`src/rtl/packet_injector.sv`:
```
// Router source stage: buffers a host payload and emits one
// header/payload/parity packet per accepted start request.
module packet_injector #(
    parameter int BUF_DEPTH  = 64,
    parameter int GAP_CYCLES = 2
) (
    input  logic       clk,
    input  logic       reset,
    input  logic       i_Wr_En,
    input  logic [7:0] i_Wr_Data,
    input  logic       i_Start,
    input  logic [1:0] i_Dest_Addr,
    input  logic [5:0] i_Length,
    input  logic       i_Sig_Busy,
    output logic       o_Valid_Packet,
    output logic [7:0] o_Data,
    output logic       o_Start_Ready,
    output logic [6:0] o_Buf_Count,
    output logic       o_Buf_Full,
    output logic       o_Done,
    output logic       o_Error,
    output logic       o_Overflow
);

    localparam int AW = $clog2(BUF_DEPTH);
    localparam int CW = AW + 1;
    localparam int GW = (GAP_CYCLES > 1) ? $clog2(GAP_CYCLES) : 1;

    typedef enum logic [2:0] {
        S_IDLE,
        S_HEADER,
        S_PAYLOAD,
        S_PARITY,
        S_GAP
    } state_t;

    logic [7:0]    mem_q [BUF_DEPTH];
    logic [AW-1:0] wr_ptr_q, rd_ptr_q;
    logic [CW-1:0] count_q, count_d;
    state_t        state_q, state_d;
    logic [7:0]    data_q, data_d;
    logic [7:0]    par_q, par_d;
    logic          valid_q, valid_d;
    logic          done_q, done_d;
    logic          err_q, err_d;
    logic          ovf_q, ovf_d;
    logic [5:0]    rem_q, rem_d;
    logic [GW-1:0] gap_q, gap_d;
    logic          full, push, pop, accept;
    logic [7:0]    head, hdr;

    assign full   = (count_q == CW'(BUF_DEPTH));
    assign push   = i_Wr_En && !full;
    assign head   = mem_q[rd_ptr_q];
    assign hdr    = {i_Length, i_Dest_Addr};
    assign accept = !i_Sig_Busy;

    always_comb begin
        count_d = count_q;
        case ({push, pop})
            2'b10:   count_d = count_q + CW'(1);
            2'b01:   count_d = count_q - CW'(1);
            default: count_d = count_q;
        endcase
    end

    always_comb begin
        state_d = state_q;
        data_d  = data_q;
        par_d   = par_q;
        valid_d = valid_q;
        rem_d   = rem_q;
        gap_d   = gap_q;
        done_d  = 1'b0;
        err_d   = 1'b0;
        pop     = 1'b0;
        ovf_d   = ovf_q | (i_Wr_En & full);
        unique case (state_q)
            S_IDLE: begin
                valid_d = 1'b0;
                if (i_Start) begin
                    if (i_Dest_Addr == 2'd3 || count_q < CW'(i_Length)) begin
                        err_d = 1'b1;
                    end else begin
                        state_d = S_HEADER;
                        data_d  = hdr;
                        par_d   = hdr;
                        valid_d = 1'b1;
                        rem_d   = i_Length;
                    end
                end
            end
            // rem_q counts payload bytes not yet placed on o_Data
            S_HEADER, S_PAYLOAD: begin
                if (accept) begin
                    if (rem_q != 6'd0) begin
                        state_d = S_PAYLOAD;
                        data_d  = head;
                        par_d   = par_q ^ head;
                        pop     = 1'b1;
                        rem_d   = rem_q - 6'd1;
                    end else begin
                        state_d = S_PARITY;
                        data_d  = par_q;
                        valid_d = 1'b0;
                    end
                end
            end
            S_PARITY: begin
                if (accept) begin
                    state_d = S_GAP;
                    data_d  = 8'd0;
                    done_d  = 1'b1;
                    gap_d   = '0;
                end
            end
            S_GAP: begin
                if (gap_q == GW'(GAP_CYCLES - 1)) begin
                    state_d = S_IDLE;
                end else begin
                    gap_d = gap_q + GW'(1);
                end
            end
            default: state_d = S_IDLE;
        endcase
    end

    always_ff @(posedge clk) begin
        if (push) begin
            mem_q[wr_ptr_q] <= i_Wr_Data;
        end
    end

    always_ff @(posedge clk) begin
        if (reset) begin
            state_q  <= S_IDLE;
            wr_ptr_q <= '0;
            rd_ptr_q <= '0;
            count_q  <= '0;
            data_q   <= 8'd0;
            par_q    <= 8'd0;
            valid_q  <= 1'b0;
            done_q   <= 1'b0;
            err_q    <= 1'b0;
            ovf_q    <= 1'b0;
            rem_q    <= 6'd0;
            gap_q    <= '0;
        end else begin
            state_q  <= state_d;
            if (push) wr_ptr_q <= wr_ptr_q + AW'(1);
            if (pop)  rd_ptr_q <= rd_ptr_q + AW'(1);
            count_q  <= count_d;
            data_q   <= data_d;
            par_q    <= par_d;
            valid_q  <= valid_d;
            done_q   <= done_d;
            err_q    <= err_d;
            ovf_q    <= ovf_d;
            rem_q    <= rem_d;
            gap_q    <= gap_d;
        end
    end

    assign o_Valid_Packet = valid_q;
    assign o_Data         = data_q;
    assign o_Start_Ready  = (state_q == S_IDLE);
    assign o_Buf_Count    = 7'(count_q);
    assign o_Buf_Full     = full;
    assign o_Done         = done_q;
    assign o_Error        = err_q;
    assign o_Overflow     = ovf_q;

endmodule

```
`config.mk`:
```
export PLATFORM = sky130hd
export DESIGN_NAME = packet_injector
export DESIGN_NICKNAME = d
export VERILOG_FILES = /design/src/rtl/packet_injector.sv
export SDC_FILE = /design/constraint.sdc
export NUM_CORES = 1
export LEC_CHECK = 0
export CORE_MARGIN = 2
export CORE_UTILIZATION = 30
export DETAILED_ROUTE_END_ITERATION = 7
export PLACE_DENSITY = 0.42
export SLEW_MARGIN = 20
export SYNTH_ARGS = -nofsm -noshare
export SYNTH_HDL_FRONTEND = slang
export SYNTH_SLANG_ARGS = --single-unit
```
`constraint.sdc`:
```
create_clock -name clk -period 4.7 [get_ports clk]
set_input_delay 1.41 -clock clk [delete_from_list [all_inputs] [get_ports clk]]
set_output_delay 1.41 -clock clk [all_outputs]
set_load 0.005 [all_outputs]
```
==> flow_summary.ini, run 1 <==
[place]
place_inst = 2285
dpl.hpwl_um = 36100
gp_congestion = 0.757
dpl_worst_slack_ns = 0.554
io_buffers = 41
post_dp_cell_area_um2 = 24600

[global_routing]
gr-total-overflow = 0
grt_max_degree = 43
grt_use_total_pct = 15.0
antenna_found_initial = 0
grt_pass1_vias = 12100
grt_pass1_wl_um = 84700

[final_layout]
final_util_pct = 35.6
final_net_count = 1410
diodes = 0
syn2layout_area_growth_pct = 17.7
fillerInstances = 6946
fin_area_um2 = 26500
drive_gt1_share_pct = 24.5
finalNonFillerCells = 2400
multi_input_area_um2 = 5650
seqCellArea_um2 = 16500

[die]
die_h_um = 278
core_um2 = 74400
die_x_um = 278
rows = 100
num_io_pins = 42
start_util_pct = 30.3
die-area_um2 = 77300

[yosys]
synth_seq_cells = 567
ys.warnings.count = 0
ys_seq_area_share_pct = 73.1
netlist_area_um2 = 22500
synth_nets = 1284
synth_cells = 1253
synth_area_per_cell_um2 = 18.0
synth_cell_type_count = 51

[cts]
cts_hold_buf = 0
postCtsResizedCells = 0
clk_latency_ns = 0.63
cts.path.max_buffers = 3
h-tree-depth = 2
cts_tree = built
post_cts_buffers = 0
cts_sinks = 567
clk_pin_slew_ns = 0.06
clk_root_buffer_cell = clkbuf_16
cts_buffers = 61

[routing]
ant_nets = 0
routed_via_density = 4.91
first_iter_violations = 1006
wl_per_cell_um = 24.1
dr.pass1.iters = 5
drc = 0
wl_um = 57900
via_count = 11800

[status]
status = completed

[sta]
min_period_over_period_pct = 78.8
setup_ws_ns = 0.996
final_hold_viol_count = 0
tns_ns = 0
finalSetupViolCount = 0
clock_skew_ns = 0.0258
tightest_slew_ns = 0.976
slew_viol_final = 0
fin_crit_ns = 3.70
slew_headroom_pct = 35.0
fmax_mhz = 270
rsz0062_at_grt = no

[setup_path]
r2r_end = par_q[7]$_SDFFE_PP0P_
crit_type = reg -> out
reg2reg_depth = 9
required_ns = 3.29
cp-start-kind = flip-flop
crit_path_end_kind = primary output
crit_path_start = o_Buf_Count[1]$_SDFFE_PP0P_
arrival_ns = 2.29
worst-path-max-fanout = 10
reg2reg_slack_ns = 1.15

[power]
leakage_uw = 0.00827
ir_drop_mv = 0.249
p_per_area_nw_per_um2 = 395

[min_path]
min-delay-start = o_Valid_Packet$_SDFFE_PP0P_
whs_path_depth = 2
holdCritPathClass = reg -> reg
hold-path-endpoint = o_Valid_Packet$_SDFFE_PP0P_

[flow_run]
maxCapViolations = 0
-- layout make-up --
type,count,area share [%]
multi-input cells,592,21.3
clock buffers,75,6.07
flip-flops and latches,567,62.2
clock inverters,40,1.19
well taps,969,4.57
inverters,15,0.212
repair buffers,142,4.47
-- worst max path at each step --
stage / endpoint / cells after the start
after floorplan: o_Buf_Count[6]$_SDFFE_PP0P_ / 12
after global placement: o_Buf_Count[6]$_SDFFE_PP0P_ / 13
after detailed placement: o_Buf_Count[6]$_SDFFE_PP0P_ / 11
after CTS: o_Buf_Full / 4
after global routing: o_Buf_Full / 4
final: o_Buf_Full / 4
-- flip-flops by register name, indices dropped and copies added, names as in the netlist, 3 cells and up, named ones only --
signal	count
par_q	8
rd_ptr_q	6
o_Data	8
wr_ptr_q	6
rem_q	6
o_Buf_Count	7
state_q	3
mem_q	512
-- cell usage after synthesis (all sizes together) --
| cell type | number | share of area (%) |
|---|---|---|
| nand4 | 5 | 0.14 |
| nand2b | 14 | 0.39 |
| a2111oi | 1 | 0.039 |
| o41ai | 1 | 0.039 |
| o21bai | 1 | 0.033 |
| nor4b | 1 | 0.11 |
| clkbuf | 39 | 0.66 |
| a222oi | 1 | 0.044 |
| mux2i | 4 | 0.18 |
| buf | 40 | 0.94 |
| a21o | 2 | 0.067 |
| a22oi | 65 | 2.2 |
| a41oi | 1 | 0.12 |
| dfxtp | 55 | 4.9 |
| a31oi | 1 | 0.028 |
| o22ai | 1 | 0.028 |
| a21oi | 61 | 1.4 |
| nor3b | 1 | 0.033 |
| clkinv | 1 | 0.017 |
| nor3 | 12 | 0.34 |
| and3 | 2 | 0.056 |
| o31ai | 10 | 0.33 |
| edfxtp | 512 | 68 |
| inv | 14 | 0.23 |
| mux4 | 128 | 13 |
| xor2 | 10 | 0.39 |
| and2 | 10 | 0.28 |
| or3b | 2 | 0.078 |
| or2 | 4 | 0.11 |
| nand4b | 3 | 0.12 |
| or3 | 6 | 0.17 |
| nand3b | 4 | 0.13 |
| a311oi | 10 | 0.39 |
| nor2b | 6 | 0.17 |
| nor4 | 10 | 0.57 |
| nand3 | 5 | 0.11 |
| nand2 | 48 | 0.80 |
| xnor2 | 6 | 0.23 |
| a221oi | 2 | 0.078 |
| o21ai | 34 | 0.76 |
| nor2 | 110 | 1.8 |
| ha | 10 | 0.56 |
-- per-stage QoR --
| step | total power [uW] | hold slack [ns] |
|---|---|---|
| after floorplan | 5780 | 0.453 |
| after global placement | 5960 | 0.457 |
| after detailed placement | 5970 | 0.463 |
| after CTS | 10600 | 0.475 |
| after global routing | 10900 | 0.478 |
| final | 10500 | 0.472 |
-- report_power, final --
part	switching [uW]	internal, uW	total, uW
Sequential	21.8	5520	5540
Clock	1980	2650	4620
Combinational	216	101	317
-- critical path, stage by stage (launching register included) --
cell	delay, ns
dfxtp_1	0.45
nor3_4	0.31
nand2_1	0.11
nor3b_1	0.25
clkdlybuf4s50_1	0.55
-- layout by cell type (no fill, tap or decap), drive strengths merged, types with 12 or more instances in the layout --
| cell type | netlist | routed |
|---|---|---|
| clkbuf | 39 | 75 |
| o21ai | 34 | 34 |
| nand2b | 14 | 14 |
| nor2 | 110 | 110 |
| a21oi | 61 | 61 |
| dfxtp | 55 | 55 |
| mux4 | 128 | 128 |
| inv | 14 | 15 |
| nor3 | 12 | 12 |
| buf | 40 | 110 |
| nand2 | 48 | 48 |
| edfxtp | 512 | 512 |
| clkdlybuf4s50 | 0 | 32 |
| a22oi | 65 | 65 |
| clkinv | 1 | 36 |
-- routing by layer --
layer / track usage (%) / part of all wire (%) / up-vias
li1: - / - / 5282
met3: 2.17 / 4.2 / 73
met1: 21.4 / 47 / 6152
met4: 3.48 / 1.7 / 0
met2: 24.4 / 48 / 270
met5: 0 / 0 / -
-- cell families (layout without fill, tap and decap cells) --
group                    after synthesis  count (layout)  synth area share (%)
multiplexers                         132             132                  13.0
adder cells (fa/ha/maj)               10              10                 0.555
buffers and inverters                 94             272                  1.85
AND/OR/NAND/NOR                      243             243                  5.42
XOR/XNOR                              16              16                 0.622
AO/OA/AOI/OAI                        191             191                  5.47
flip-flops                           567             567                  73.1
(Power assumes the default switching activity.)
==> run 2: changes to the inputs <==
--- a/config.mk
+++ b/config.mk
@@ -8,7 +8,7 @@
 export CORE_MARGIN = 2
 export CORE_UTILIZATION = 30
 export DETAILED_ROUTE_END_ITERATION = 7
-export PLACE_DENSITY = 0.42
+export PLACE_DENSITY = 0.44
 export SLEW_MARGIN = 20
 export SYNTH_ARGS = -nofsm -noshare
 export SYNTH_HDL_FRONTEND = slang
==> constraint.sdc (replaced) <==
create_clock -name clk -period 3.35 [get_ports clk]
set_input_delay 1.005 -clock clk [delete_from_list [all_inputs] [get_ports clk]]
set_output_delay 1.005 -clock clk [all_outputs]
set_load 0.005 [all_outputs]
==> flow_summary.ini, run 2 (synthesized netlist as in run 1, its figures left out) <==
[status]
status = completed

[setup_path]
cp_top_family = buffers and inverters
crit_chain = buf_4, nor2_1, nand2_1, nor3b_2, clkdlybuf4s50_1
crit_path_end_kind = primary output
required_ns = 2.34
slowest_delay_ns = 0.53
critPathBufInv = 2
crit_type = reg -> out
slowest_stage = clkdlybuf4s50_1
cp-start-kind = flip-flop
worst-path-max-fanout = 8
arrival_ns = 2.13

[routing]
drc = 0
first_iter_violations = 799
via_count = 11900
dr.pass1.iters = 5
wl_um = 56300
routed_via_density = 4.90
wl_per_cell_um = 23.1
ant_nets = 0

[place]
dpl.hpwl_um = 35700
post_dp_cell_area_um2 = 25000
io_buffers = 41
place_inst = 2321
gp_congestion = 0.796

[power]
switchingPower_uw = 3160
pwr-share-comb_pct = 3.2
p_per_area_nw_per_um2 = 563
pwr-share-clk_pct = 45.9
p_int_uw = 12100
leakage_uw = 0.00856
ir_drop_mv = 0.274
switching_share_pct = 20.7
p_seq_share_pct = 50.9

[sta]
clock_skew_ns = 0.0305
slew_headroom_pct = 47.5
fmax_mhz = 319
tns_ns = 0
finalSetupViolCount = 0
tightest_slew_ns = 0.787
fin_crit_ns = 3.13
final_hold_viol_count = 0
timing.hold.ws_ns = 0.468
slew_viol_final = 0
rsz0062_at_grt = no
min_period_over_period_pct = 93.5

[die]
die-area_um2 = 77300
die_x_um = 278
die_h_um = 278
core_um2 = 74400
num_io_pins = 42
rows = 100
start_util_pct = 30.3

[final_layout]
final_common_cell = edfxtp_1
fin_area_um2 = 27100
most-common-layout-cells = edfxtp_1 (512), mux4_2 (128), buf_4 (124)
final_net_count = 1451
largest_register_ff_count = 512
drive_gt1_share_pct = 26.6
syn2layout_area_growth_pct = 20.2
diodes = 0
regMostFlops = mem_q
finalNonFillerCells = 2438

[global_routing]
antenna_found_initial = 0
grt_pass1_vias = 12300
grt_pass1_wl_um = 83600
gr-total-overflow = 0
grt_use_total_pct = 14.7
grt_max_degree = 65

[cts]
cts_tree = built
clk_pin_slew_ns = 0.05
h-tree-depth = 3
cts_buffers = 66
clk_latency_ns = 0.61
cts_sinks = 567
cts.path.max_buffers = 3
cts_hold_buf = 0
clk_root_buffer_cell = clkbuf_16

[min_path]
holdCritPathClass = reg -> reg

[flow_run]
maxCapViolations = 0
## run 2: changes by cell type in the layout (fill, tap and decap cells not counted), sizes merged
cell	change
buf	+36
clkbuf	+14
clkinv	-12
clkinvlp	+1
inv	-1
## run 2: path summary, 6_finish.rpt
path                                from                     endpoint  slack, ns  cells past startpoint
min reg2reg        o_Overflow$_SDFF_PP0_        o_Overflow$_SDFF_PP0_       0.47                      2
max          o_Buf_Count[0]$_SDFFE_PP0P_                   o_Buf_Full       0.22                      5
min                o_Overflow$_SDFF_PP0_        o_Overflow$_SDFF_PP0_       0.47                      2
max reg2reg        rem_q[2]$_SDFFE_PP0P_  o_Buf_Count[6]$_SDFFE_PP0P_       0.37                     12
## run 2: per-layer routing
metal  up-vias  share of wire (%)  GRT usage (%)
li1       5373                  -              -
met5         -                  0              0
met3        62                3.6           2.30
met1      6266                 48           21.1
met2       238                 47           23.0
met4         0                2.1           4.75
## run 2: power by group through the flow
| stage | clock network (uW) | registers [uW] | logic (uW) |
|---|---|---|---|
| final | 7010 | 7760 | 483 |
| after global routing | 7490 | 7760 | 534 |
| after CTS | 7210 | 7760 | 494 |
| after detailed placement | 0 | 7910 | 493 |
| after global placement | 0 | 7910 | 487 |
| after floorplan | 0 | 7910 | 202 |
## run 2: through the flow
stage	util (%)	total power, uW	setup WS, ns
after floorplan	-	8110	0.0308
after CTS	36.4	15500	0.0862
after global routing	36.4	15800	0.0489
final	36.4	15300	0.217
after detailed placement	33.5	8400	-0.248
after global placement	33.5	8400	-0.215
## run 2: timing repair
action / in CTS / in global routing
resized for setup: 0 / 1
setup endpoints to repair: 0 / 1
setup buffers: 0 / 0
## run 2: cell type report
class | count | area (um^2)
fill | 6913 | 47400
clock buffer | 89 | 1840
sequential | 567 | 16500
tap | 969 | 1210
multi-input combinational | 592 | 5660
clock inverter | 28 | 280
inverter | 15 | 56.3
timing repair buffer | 178 | 1560
## run 2: worst min-delay path: stages (launching register included)
cell and delay, ns:
dfxtp_1 0.32, a21oi_1 0.04, nor2_1 0.07
==> run 3: changes to the inputs <==
--- a/config.mk
+++ b/config.mk
@@ -5,8 +5,8 @@
 export SDC_FILE = /design/constraint.sdc
 export NUM_CORES = 1
 export LEC_CHECK = 0
-export CORE_MARGIN = 2
 export CORE_UTILIZATION = 30
+export CTS_CLUSTER_DIAMETER = 80
 export DETAILED_ROUTE_END_ITERATION = 7
 export PLACE_DENSITY = 0.44
 export SLEW_MARGIN = 20
==> flow_summary.ini, run 3 (synthesized netlist as in run 1, its figures left out) <==
[place]
gp_congestion = 0.762
dpl_worst_slack_ns = -0.174
place_inst = 2323
dpl.hpwl_um = 35400
io_buffers = 41

[cts]
cts.path.max_buffers = 3
cts_sinks = 567
cts_buffers = 61
clk_pin_slew_ns = 0.06
cts_tree = built
clk_latency_ns = 0.64
clk_root_buffer_cell = clkbuf_16
h-tree-depth = 2

[global_routing]
antenna_found_initial = 0
grt_max_degree = 65
gr-total-overflow = 0
grt_pass1_wl_um = 83100
grt_use_total_pct = 14.8
grt_pass1_vias = 12200

[die]
die_h_um = 276
die-area_um2 = 76200
start_util_pct = 30.3
rows = 100
die_x_um = 276
num_io_pins = 42
core_um2 = 74300

[routing]
drc = 0
first_iter_violations = 1110
dr.pass1.iters = 5
wl_per_cell_um = 23.0
routed_via_density = 4.90
wl_um = 56000
via_count = 11900
ant_nets = 0

[sta]
fin_crit_ns = 3.14
rsz0062_at_grt = no
clock_skew_ns = 0.0277
tightest_slew_ns = 0.849
slew_headroom_pct = 43.4
setup_ws_ns = 0.210
finalSetupViolCount = 0
timing.hold.ws_ns = 0.474
slew_viol_final = 0
fmax_mhz = 318
final_hold_viol_count = 0
min_period_over_period_pct = 93.7

[power]
p_per_area_nw_per_um2 = 555
ir_drop_mv = 0.435
leakage_uw = 0.00856
power.total_uw = 15000

[final_layout]
regMostFlops = mem_q
final_net_count = 1448
most-common-layout-cells = edfxtp_1 (512), mux4_2 (128), buf_4 (122)
largest_register_ff_count = 512
drive_gt1_share_pct = 26.8
final_common_cell = edfxtp_1
finalNonFillerCells = 2438
syn2layout_area_growth_pct = 20.1

[setup_path]
worst-path-max-fanout = 3
crit_type = reg -> out
crit_chain = nor3_4, nand2_1, nor3b_2, clkdlybuf4s50_1
slowest_delay_ns = 0.53
slowest_stage = clkdlybuf4s50_1
required_ns = 2.34
crit_path_end_kind = primary output
arrival_ns = 2.14
cp-start-kind = flip-flop

[min_path]
holdCritPathClass = reg -> reg

[status]
status = completed

[flow_run]
maxCapViolations = 0
## run 3: cell types whose count changed in the layout (fill, tap and decap cells not counted), moves of 2 or more
cell | before | now
clkinv_2 | 9 | 13
inv_8 | 0 | 2
clkinv_1 | 10 | 13
clkbuf_1 | 16 | 10
buf_4 | 124 | 122
buf_12 | 13 | 17
clkbuf_16 | 69 | 62
bufinv_16 | 4 | 6
clkinv_8 | 4 | 1
## run 3: critical path: cells and delay by family (launching register included)
family	cells	cell delay, ns
buf+inv	1	0.53
flops	1	0.34
simple gates	3	0.63
## run 3: final timing paths
path	start	end	slack (ns)	depth (start not counted)
hold / removal	o_Valid_Packet$_SDFFE_PP0P_	o_Valid_Packet$_SDFFE_PP0P_	0.47	2
setup / recovery	o_Buf_Count[1]$_SDFFE_PP0P_	o_Buf_Full	0.21	4
hold reg to reg	o_Valid_Packet$_SDFFE_PP0P_	o_Valid_Packet$_SDFFE_PP0P_	0.47	2
setup reg to reg	flip-flop	par_q[3]$_SDFFE_PP0P_	0.23	8
## run 3: stage by stage
stage                     TNS [ns]  instance area (um^2)  util [%]
after global routing             0                 27100      36.4
final                            0                 27100      36.4
after CTS                        0                 27100      36.4
after detailed placement    -0.374                 25000      33.7
after global placement      -0.205                 25000      33.7
after floorplan                  0                 22500         -
## run 3: cell type report
cell class,instances,area [um^2]
fillers,6972,47300
well taps,969,1210
inverters,15,56.3
multi-input cells,592,5660
repair buffers,180,1620
clock buffers,77,1660
flip-flops and latches,567,16500
clock inverters,37,364
diodes,1,2.50
## run 3: where the power goes
group | internal, uW | total, uW | leakage (uW) | switching (uW)
registers | 7740 | 7760 | 0.00505 | 22.3
logic | 164 | 477 | 0.00251 | 313
clock network | 3960 | 6780 | 0.000995 | 2820
total | 11900 | 15000 | 0.00856 | 3150
## run 3: repair_timing
item,CTS,global route
hold buffers,0,0
buffers inserted,0,0
gates resized for setup,0,2
setup endpoints to repair,0,1
## run 3: routing by layer
layer  global-route usage (%)  up-vias  part of all wire [%]
li1                         -     5380                     -
met1                     21.2     6247                    47
met2                     23.2      239                    47
met3                     2.43       72                   4.2
met4                     3.71        0                   2.0
met5                        0        -                     0
